--- src/rtl/reorder_buffer.sv ---
// Circular in-order reorder buffer: allocates at dispatch, records CDB completions,
// presents the oldest entry to commit and retires it automatically once complete.
module reorder_buffer #(
    parameter  int ROB_SIZE = 8,
    parameter  int TAG_W    = $clog2(ROB_SIZE),
    parameter  int XLEN     = 32,
    parameter  int MEM_W    = 2,
    localparam int ENTRY_W  = 1 + XLEN + MEM_W + XLEN + 5
) (
    input  logic               clock,
    input  logic               reset,
    input  logic               dispatch_valid,
    input  logic [4:0]         dispatch_dest_reg,
    input  logic [MEM_W-1:0]   dispatch_mem_size,
    output logic               dispatch_ready,
    output logic [TAG_W-1:0]   dispatch_tag,
    input  logic               cdb_valid,
    input  logic [TAG_W-1:0]   cdb_tag,
    input  logic [XLEN-1:0]    cdb_value,
    input  logic [XLEN-1:0]    cdb_dest_addr,
    input  logic               flush,
    output logic [ENTRY_W-1:0] head_entry,
    output logic               head_ready,
    output logic [TAG_W:0]     rob_count
);

    localparam logic [TAG_W:0] FULL = (TAG_W+1)'(ROB_SIZE);

    logic [TAG_W-1:0]  head_q, head_d, tail_q, tail_d;
    logic [TAG_W:0]    count_q, count_d;
    logic [ROB_SIZE-1:0] valid_q, complete_q;
    logic [4:0]        dest_reg_q [ROB_SIZE];
    logic [MEM_W-1:0]  mem_size_q [ROB_SIZE];
    logic [XLEN-1:0]   value_q    [ROB_SIZE];
    logic [XLEN-1:0]   addr_q     [ROB_SIZE];
    logic              do_disp, do_cmp, do_ret;

    // Readiness looks at registered count only, so a same-cycle retire never
    // frees a slot for a same-cycle dispatch.
    assign dispatch_ready = (count_q != FULL);
    assign dispatch_tag   = tail_q;
    assign rob_count      = count_q;
    assign do_disp        = dispatch_valid && dispatch_ready;
    assign do_cmp         = cdb_valid && valid_q[cdb_tag];
    assign head_ready     = (count_q != '0) && complete_q[head_q];
    assign do_ret         = head_ready;

    always_comb begin
        head_entry = '0;
        if (count_q != '0)
            head_entry = {1'b1, value_q[head_q], mem_size_q[head_q],
                          addr_q[head_q], dest_reg_q[head_q]};
    end

    always_comb begin
        head_d  = head_q;
        tail_d  = tail_q;
        count_d = count_q;
        if (flush) begin
            head_d  = '0;
            tail_d  = '0;
            count_d = '0;
        end else begin
            if (do_disp) tail_d = tail_q + 1'b1;
            if (do_ret)  head_d = head_q + 1'b1;
            case ({do_disp, do_ret})
                2'b10:   count_d = count_q + 1'b1;
                2'b01:   count_d = count_q - 1'b1;
                default: count_d = count_q;
            endcase
        end
    end

    always_ff @(posedge clock or negedge reset) begin
        if (!reset) begin
            head_q  <= '0;
            tail_q  <= '0;
            count_q <= '0;
        end else begin
            head_q  <= head_d;
            tail_q  <= tail_d;
            count_q <= count_d;
        end
    end

    for (genvar j = 0; j < ROB_SIZE; j++) begin : g_slot
        logic sel_disp, sel_cmp, sel_ret;
        assign sel_disp = do_disp && (tail_q == TAG_W'(j));
        assign sel_cmp  = do_cmp  && (cdb_tag == TAG_W'(j));
        assign sel_ret  = do_ret  && (head_q == TAG_W'(j));

        // Retire takes priority; dispatch and completion never target the same
        // slot since the tail slot is always invalid when dispatch is allowed.
        always_ff @(posedge clock or negedge reset) begin
            if (!reset) begin
                valid_q[j]    <= 1'b0;
                complete_q[j] <= 1'b0;
                dest_reg_q[j] <= '0;
                mem_size_q[j] <= '0;
                value_q[j]    <= '0;
                addr_q[j]     <= '0;
            end else if (flush) begin
                valid_q[j]    <= 1'b0;
                complete_q[j] <= 1'b0;
            end else if (sel_ret) begin
                valid_q[j]    <= 1'b0;
                complete_q[j] <= 1'b0;
            end else if (sel_disp) begin
                valid_q[j]    <= 1'b1;
                complete_q[j] <= 1'b0;
                dest_reg_q[j] <= dispatch_dest_reg;
                mem_size_q[j] <= dispatch_mem_size;
                value_q[j]    <= '0;
                addr_q[j]     <= '0;
            end else if (sel_cmp) begin
                complete_q[j] <= 1'b1;
                value_q[j]    <= cdb_value;
                addr_q[j]     <= cdb_dest_addr;
            end
        end
    end

endmodule

--- config.mk ---
export PLATFORM = sky130hd
export DESIGN_NAME = reorder_buffer
export DESIGN_NICKNAME = d
export VERILOG_FILES = /design/src/rtl/reorder_buffer.sv
export SDC_FILE = /design/constraint.sdc
export NUM_CORES = 1
export LEC_CHECK = 0
export ABC_AREA = 1
export CAP_MARGIN = 30
export CORE_AREA = 2 2 236 238
export DETAILED_ROUTE_END_ITERATION = 8
export DIE_AREA = 0 0 238 240
export PLACE_DENSITY = 0.66
export SKIP_LAST_GASP = 1
export SLEW_MARGIN = 20
export SYNTH_ARGS = -nofsm -noshare
export SYNTH_HDL_FRONTEND = slang
export SYNTH_SLANG_ARGS = --single-unit
--- constraint.sdc ---
create_clock -name clock -period 7 [get_ports clock]
set_input_delay 1.75 -clock clock [delete_from_list [all_inputs] [get_ports clock]]
set_output_delay 1.75 -clock clock [all_outputs]
set_load 0.03 [all_outputs]
# Word level (Yosys, flattened, before mapping)
# Index checks and enable logic that the tools add are counted.
[totals]
ff_bits = 594
inputBits = 79
out_inout_bits = 81
[classes]
n_addsub = 4
magnitude_cmp = 3
eq_ne = 24
n_mux = 111
bitwise_logic = 10
n_reduce_logical = 74
[ops]
columns = ["cell", "count"]
rows = [
  ["32-bit 2-to-1 mux", 36],
  ["32-bit binary-select mux with 3-bit select", 2],
  ["72-bit 2-to-1 mux", 1],
  ["1-bit 2-to-1 mux", 58],
  ["3-bit AND reduction", 16],
  ["3-bit == test (second input constant)", 12],
  ["4-bit nonzero test", 9],
  ["1-bit logical AND", 27],
  ["3-bit nonzero test", 9],
  ["2-bit nonzero test", 10],
  ["3-bit by 2-bit == test with 1-bit output (second input constant)", 6],
  ["5-bit binary-select mux with 3-bit select", 1],
  ["3-bit 2-to-1 mux", 4],
  ["5-bit 2-to-1 mux", 2],
  ["3-bit by 1-bit == test with 1-bit output (second input constant)", 3],
  ["3-bit zero test", 3],
  ["1-bit NOT", 9],
  ["3-bit by 4-bit less-than comparator with 1-bit output (second input constant)", 2],
  ["4-bit case mux with 2 select lines", 1],
  ["3-bit by 1-bit adder with 3-bit output (second input constant)", 2],
  ["1-bit binary-select mux with 3-bit select", 2],
  ["2-bit binary-select mux with 3-bit select", 1],
  ["4-bit by 1-bit adder with 4-bit output (second input constant)", 1],
  ["4-bit >= comparator (second input constant)", 1],
  ["7 further kinds", 8],
]

# Longest topological paths before layout
[depth]
depth_word = 8
mapped_depth = 17
mapped_depth_nobuf = 16

# Worst setup path before layout
# Ideal clock, no wire load.
[synth_path]
path_kind = "register to output"
start = "register count_q[3], in the netlist rob_count[3]"
end = "output port head_entry[62]"
arrival_ns = 2.240
t_required_ns = 5.250
slack_ns = 3.010
path_stages_with_launch = 7
n_path_buf = 2
cell_sequence = "dfrtp_1 inv_1 nand3_1 clkbuf_1 clkbuf_1 o21ai_0 a31oi_1"
[synth_via]
elab_chain_len = 2
[synth_rtl]
columns = ["element", "line_no", "source"]
rows = [
  ["start: declaration", "30", "logic [TAG_W:0] count_q, count_d;"],
  ["start signal: assignment", "82", "count_q <= count_d;"],
  ["4-bit nonzero test", "50", "if (count_q != '0)"],
  ["72-bit 2-to-1 mux", "50", ""],
  ["end: declaration", "22", "output logic [ENTRY_W-1:0] head_entry,"],
]
# No other way between the ends.

# Worst setup path after layout
[layout_path]
start = "register head_q[1]"
end = "output port head_entry[51]"
[layout_via]
elab_chain_len = 5
[layout_rtl]
columns = ["element", "line_no", "source"]
rows = [
  ["start: declaration", "29", "logic [TAG_W-1:0] head_q, head_d, tail_q, tail_d;"],
  ["start signal: assignment", "76", "head_q <= '0;"],
  ["start signal: assignment", "80", "head_q <= head_d;"],
  ["3-bit NOT with 4-bit output (implied by the code)", "51", "head_entry = {1'b1, value_q[head_q], mem_size_q[head_q],"],
  ["32-bit binary-select mux with 3-bit select", "51", ""],
  ["32-bit 2-to-1 mux (implied by the code) (2 in series)", "51", ""],
  ["72-bit 2-to-1 mux", "50", ""],
]
# No other way between the ends. The select of a mux whose other input is x is not followed.

==> qor.txt <==
Status - finished clean
Placed Cells - 3920
CTS tree - built
Hold Fails Final Rpt - 0
Clk_lat worst skew - 650 ps
First-pass GRT wire length - 132000 um
Max_cap viols - 0
Diode count - 0
Initial antenna violation count - 1
Die X - 238 um
CTS root buf - clkbuf_16
Crit Path Max Fanout - 60
Rel. slew slack - 0.336
Post-synth top area share - 0.549
Setup-failing EPs final - 0
Worst Tran Pin Value - 993 ps
DRC viols - 0
Leak - 14.1 nW
Die footprint - 57100 um2
Post-CTS Setup Inserts - 0
Tot GR Track Use - 0.292
Clock buffer depth - 3
PostCTS Resize Cnt - 0
Htree depth - 2
Number of global-route vias before repair - 23400
Data required time of the worst path - 5250 ps
Area Overhead vs Synth - 14.7%
Hold Path Class - flop to flop
Post-synthesis sequential area ratio - 0.549
Syn Area/Cell - 8.35 um2
Antenna Nets Post-Route - 0
Synthesis Warnings - 0
Die Height - 240 um
Ports - 160
Crit path kind - flop to output port
Syn Inst Count - 3241
Max Slew Vio Count - 0
IO buf count - 159
Nets - 3376
CP arrival - 4070 ps
Crit end category - output port
DP Wirelength - 46400 um
Via count - 23700
Core region area - 54700 um2
Clock skew - 22.1 ps
Hold WS - 474 ps
Synth area leader - dfrtp_1
Synth cell types - 34
Fin crit share - 0.831
Largest cells by area after synthesis - dfrtp_1 (55%), o21ai_0 (14%), nand2_1 (11%), inv_1 (3.3%), a21oi_1 (2.7%)
DR pass1 iterations - 5
Startpoint Class - flop
Fin crit period - 5820 ps
RSZ-0062 raised after global routing - no
Global route total overflow - 0
Average via count per standard cell - 5.87
Largest net degree at the start of global routing - 192
Initial DRC Count - 2550
CTS clk-pin slew, worst paths - 60 ps
Fmax - 172 MHz
Synthesized flop and latch total - 594
Mapped Area - 27100 um2
Total clock sinks - 594
Placer congestion estimate - 0.838
Rows - 86
Max IR drop VDD - 0.216 mV
Synthesized Nets - 3334
Routed Wire Length - 83200 um
Sum Neg Setup Slack - 0 ps
Share of cells above drive strength 1 - 0.0544
Starting Density - 0.495
TritonCTS Buffers - 61
Non-Filler Instances - 4034
# hold bufs at CTS - 0
Pwr Density - 266 nW/um2
WL/cell - 20.6 um
-- path summary, 6_finish.rpt --
check | start | endpoint | slack (ps) | cells past startpoint
max | head_q[1] | head_entry[51] | 1180 | 7
min | addr_q[245] | addr_q[245] | 470 | 2
max reg2reg | head_q[1] | value_q[72] | 2710 | 12
min reg2reg | addr_q[245] | addr_q[245] | 470 | 2
max in group asynchronous | reset | addr_q[78] | 4470 | 2
min in group asynchronous | reset | addr_q[198] | 1160 | 1
-- where the power goes --
group	internal, mW	total, mW	switching [mW]	leakage, nW
clock network	1.86	3.24	1.38	0.977
logic	0.328	0.990	0.662	5.16
registers	3.86	4.03	0.176	7.98
-- sequential cells by signal, summed over array words and instances, names as in the netlist --
| name | cells |
|---|---|
| addr_q | 256 |
| value_q | 256 |
| dest_reg_q | 40 |
| mem_size_q | 16 |
| complete_q | 8 |
| valid_q | 8 |
| rob_count | 4 |
| dispatch_tag | 3 |
| head_q | 3 |
-- routing by layer --
| layer | global-route usage | part of all wire | wire [um] | vias up |
|---|---|---|---|---|
| met1 | 0.385 | 0.42 | 34800 | 11600 |
| met5 | 0 | 0.00016 | 13 | - |
| li1 | - | - | - | 10800 |
| met3 | 0.0485 | 0.073 | 6050 | 186 |
| met2 | 0.488 | 0.48 | 39800 | 1023 |
| met4 | 0.110 | 0.030 | 2500 | 2 |
-- layout by cell type, fill, tap and decap left out, drive strengths merged --
master / instances
a211oi: 2
a21oi: 146
a22oi: 2
a31oi: 71
buf: 48
bufinv: 2
clkbuf: 95
clkdlybuf4s50: 158
clkinv: 12
clkinvlp: 1
dfrtp: 594
ha: 14
inv: 245
nand2: 769
nand3: 35
nand3b: 1
nand4: 4
nor2: 184
nor3: 3
o21ai: 871
o22ai: 72
xor2: 1
-- synthesized netlist by cell type --
cell type,n
nor3_1,3
dfrtp_1,594
nand4_1,2
nand3b_1,1
a21oi_1,144
inv_2,6
xor2_1,1
buf_2,55
nand2_1,762
o21ai_1,129
nand2_2,6
o22ai_1,72
a31oi_1,71
buf_6,26
o21ai_2,2
buf_4,3
nor2_4,3
inv_1,237
buf_1,7
ha_1,14
a211oi_1,2
nand3_1,26
nor2_1,181
nand2_4,1
nand4_2,2
nand3_2,9
clkbuf_1,132
a22oi_1,2
a21oi_2,2
o21ai_4,3
clkinv_1,1
inv_4,1
o21ai_0,737
clkbuf_2,4
-- through the flow --
| stage | setup WS, ps | total power [mW] | instance area [um2] | util |
|---|---|---|---|---|
| floorplan | 3010 | 4.65 | 27100 | - |
| global placement | 1890 | 5.02 | 28900 | 0.528 |
| detailed placement | 1890 | 5.07 | 29000 | 0.530 |
| CTS | 1200 | 8.31 | 31000 | 0.566 |
| global route | 1030 | 8.63 | 31100 | 0.568 |
| finish | 1180 | 8.26 | 31100 | 0.568 |
-- critical path, cell delays in order (launching register included) --
cell	delay, ps
dfrtp_4	770
inv_4	730
buf_4	430
o21ai_0	150
o22ai_1	130
o21ai_0	110
a31oi_1	300
clkdlybuf4s50_1	750
-- logic make-up (layout without fill, tap and decap cells) --
group,count (synthesis),in the layout,share of synthesized area
compound gates,1164,1164,0.224
simple gates,996,996,0.144
flops,594,594,0.549
buf+inv,472,561,0.0759
fa+ha+maj,14,14,0.00647
xor+xnor,1,1,0.000324
-- final cells by class --
cell class              count  area, um2
clock inverters            15        154
multi-input cells        2175      10200
well taps                 704        881
clock buffers              95       1830
flip-flops and latches    594      14900
repair buffers            206       2180
fillers                  4934      23600
inverters                 245        935
No activity file was read; power rests on OpenSTA's default activity.
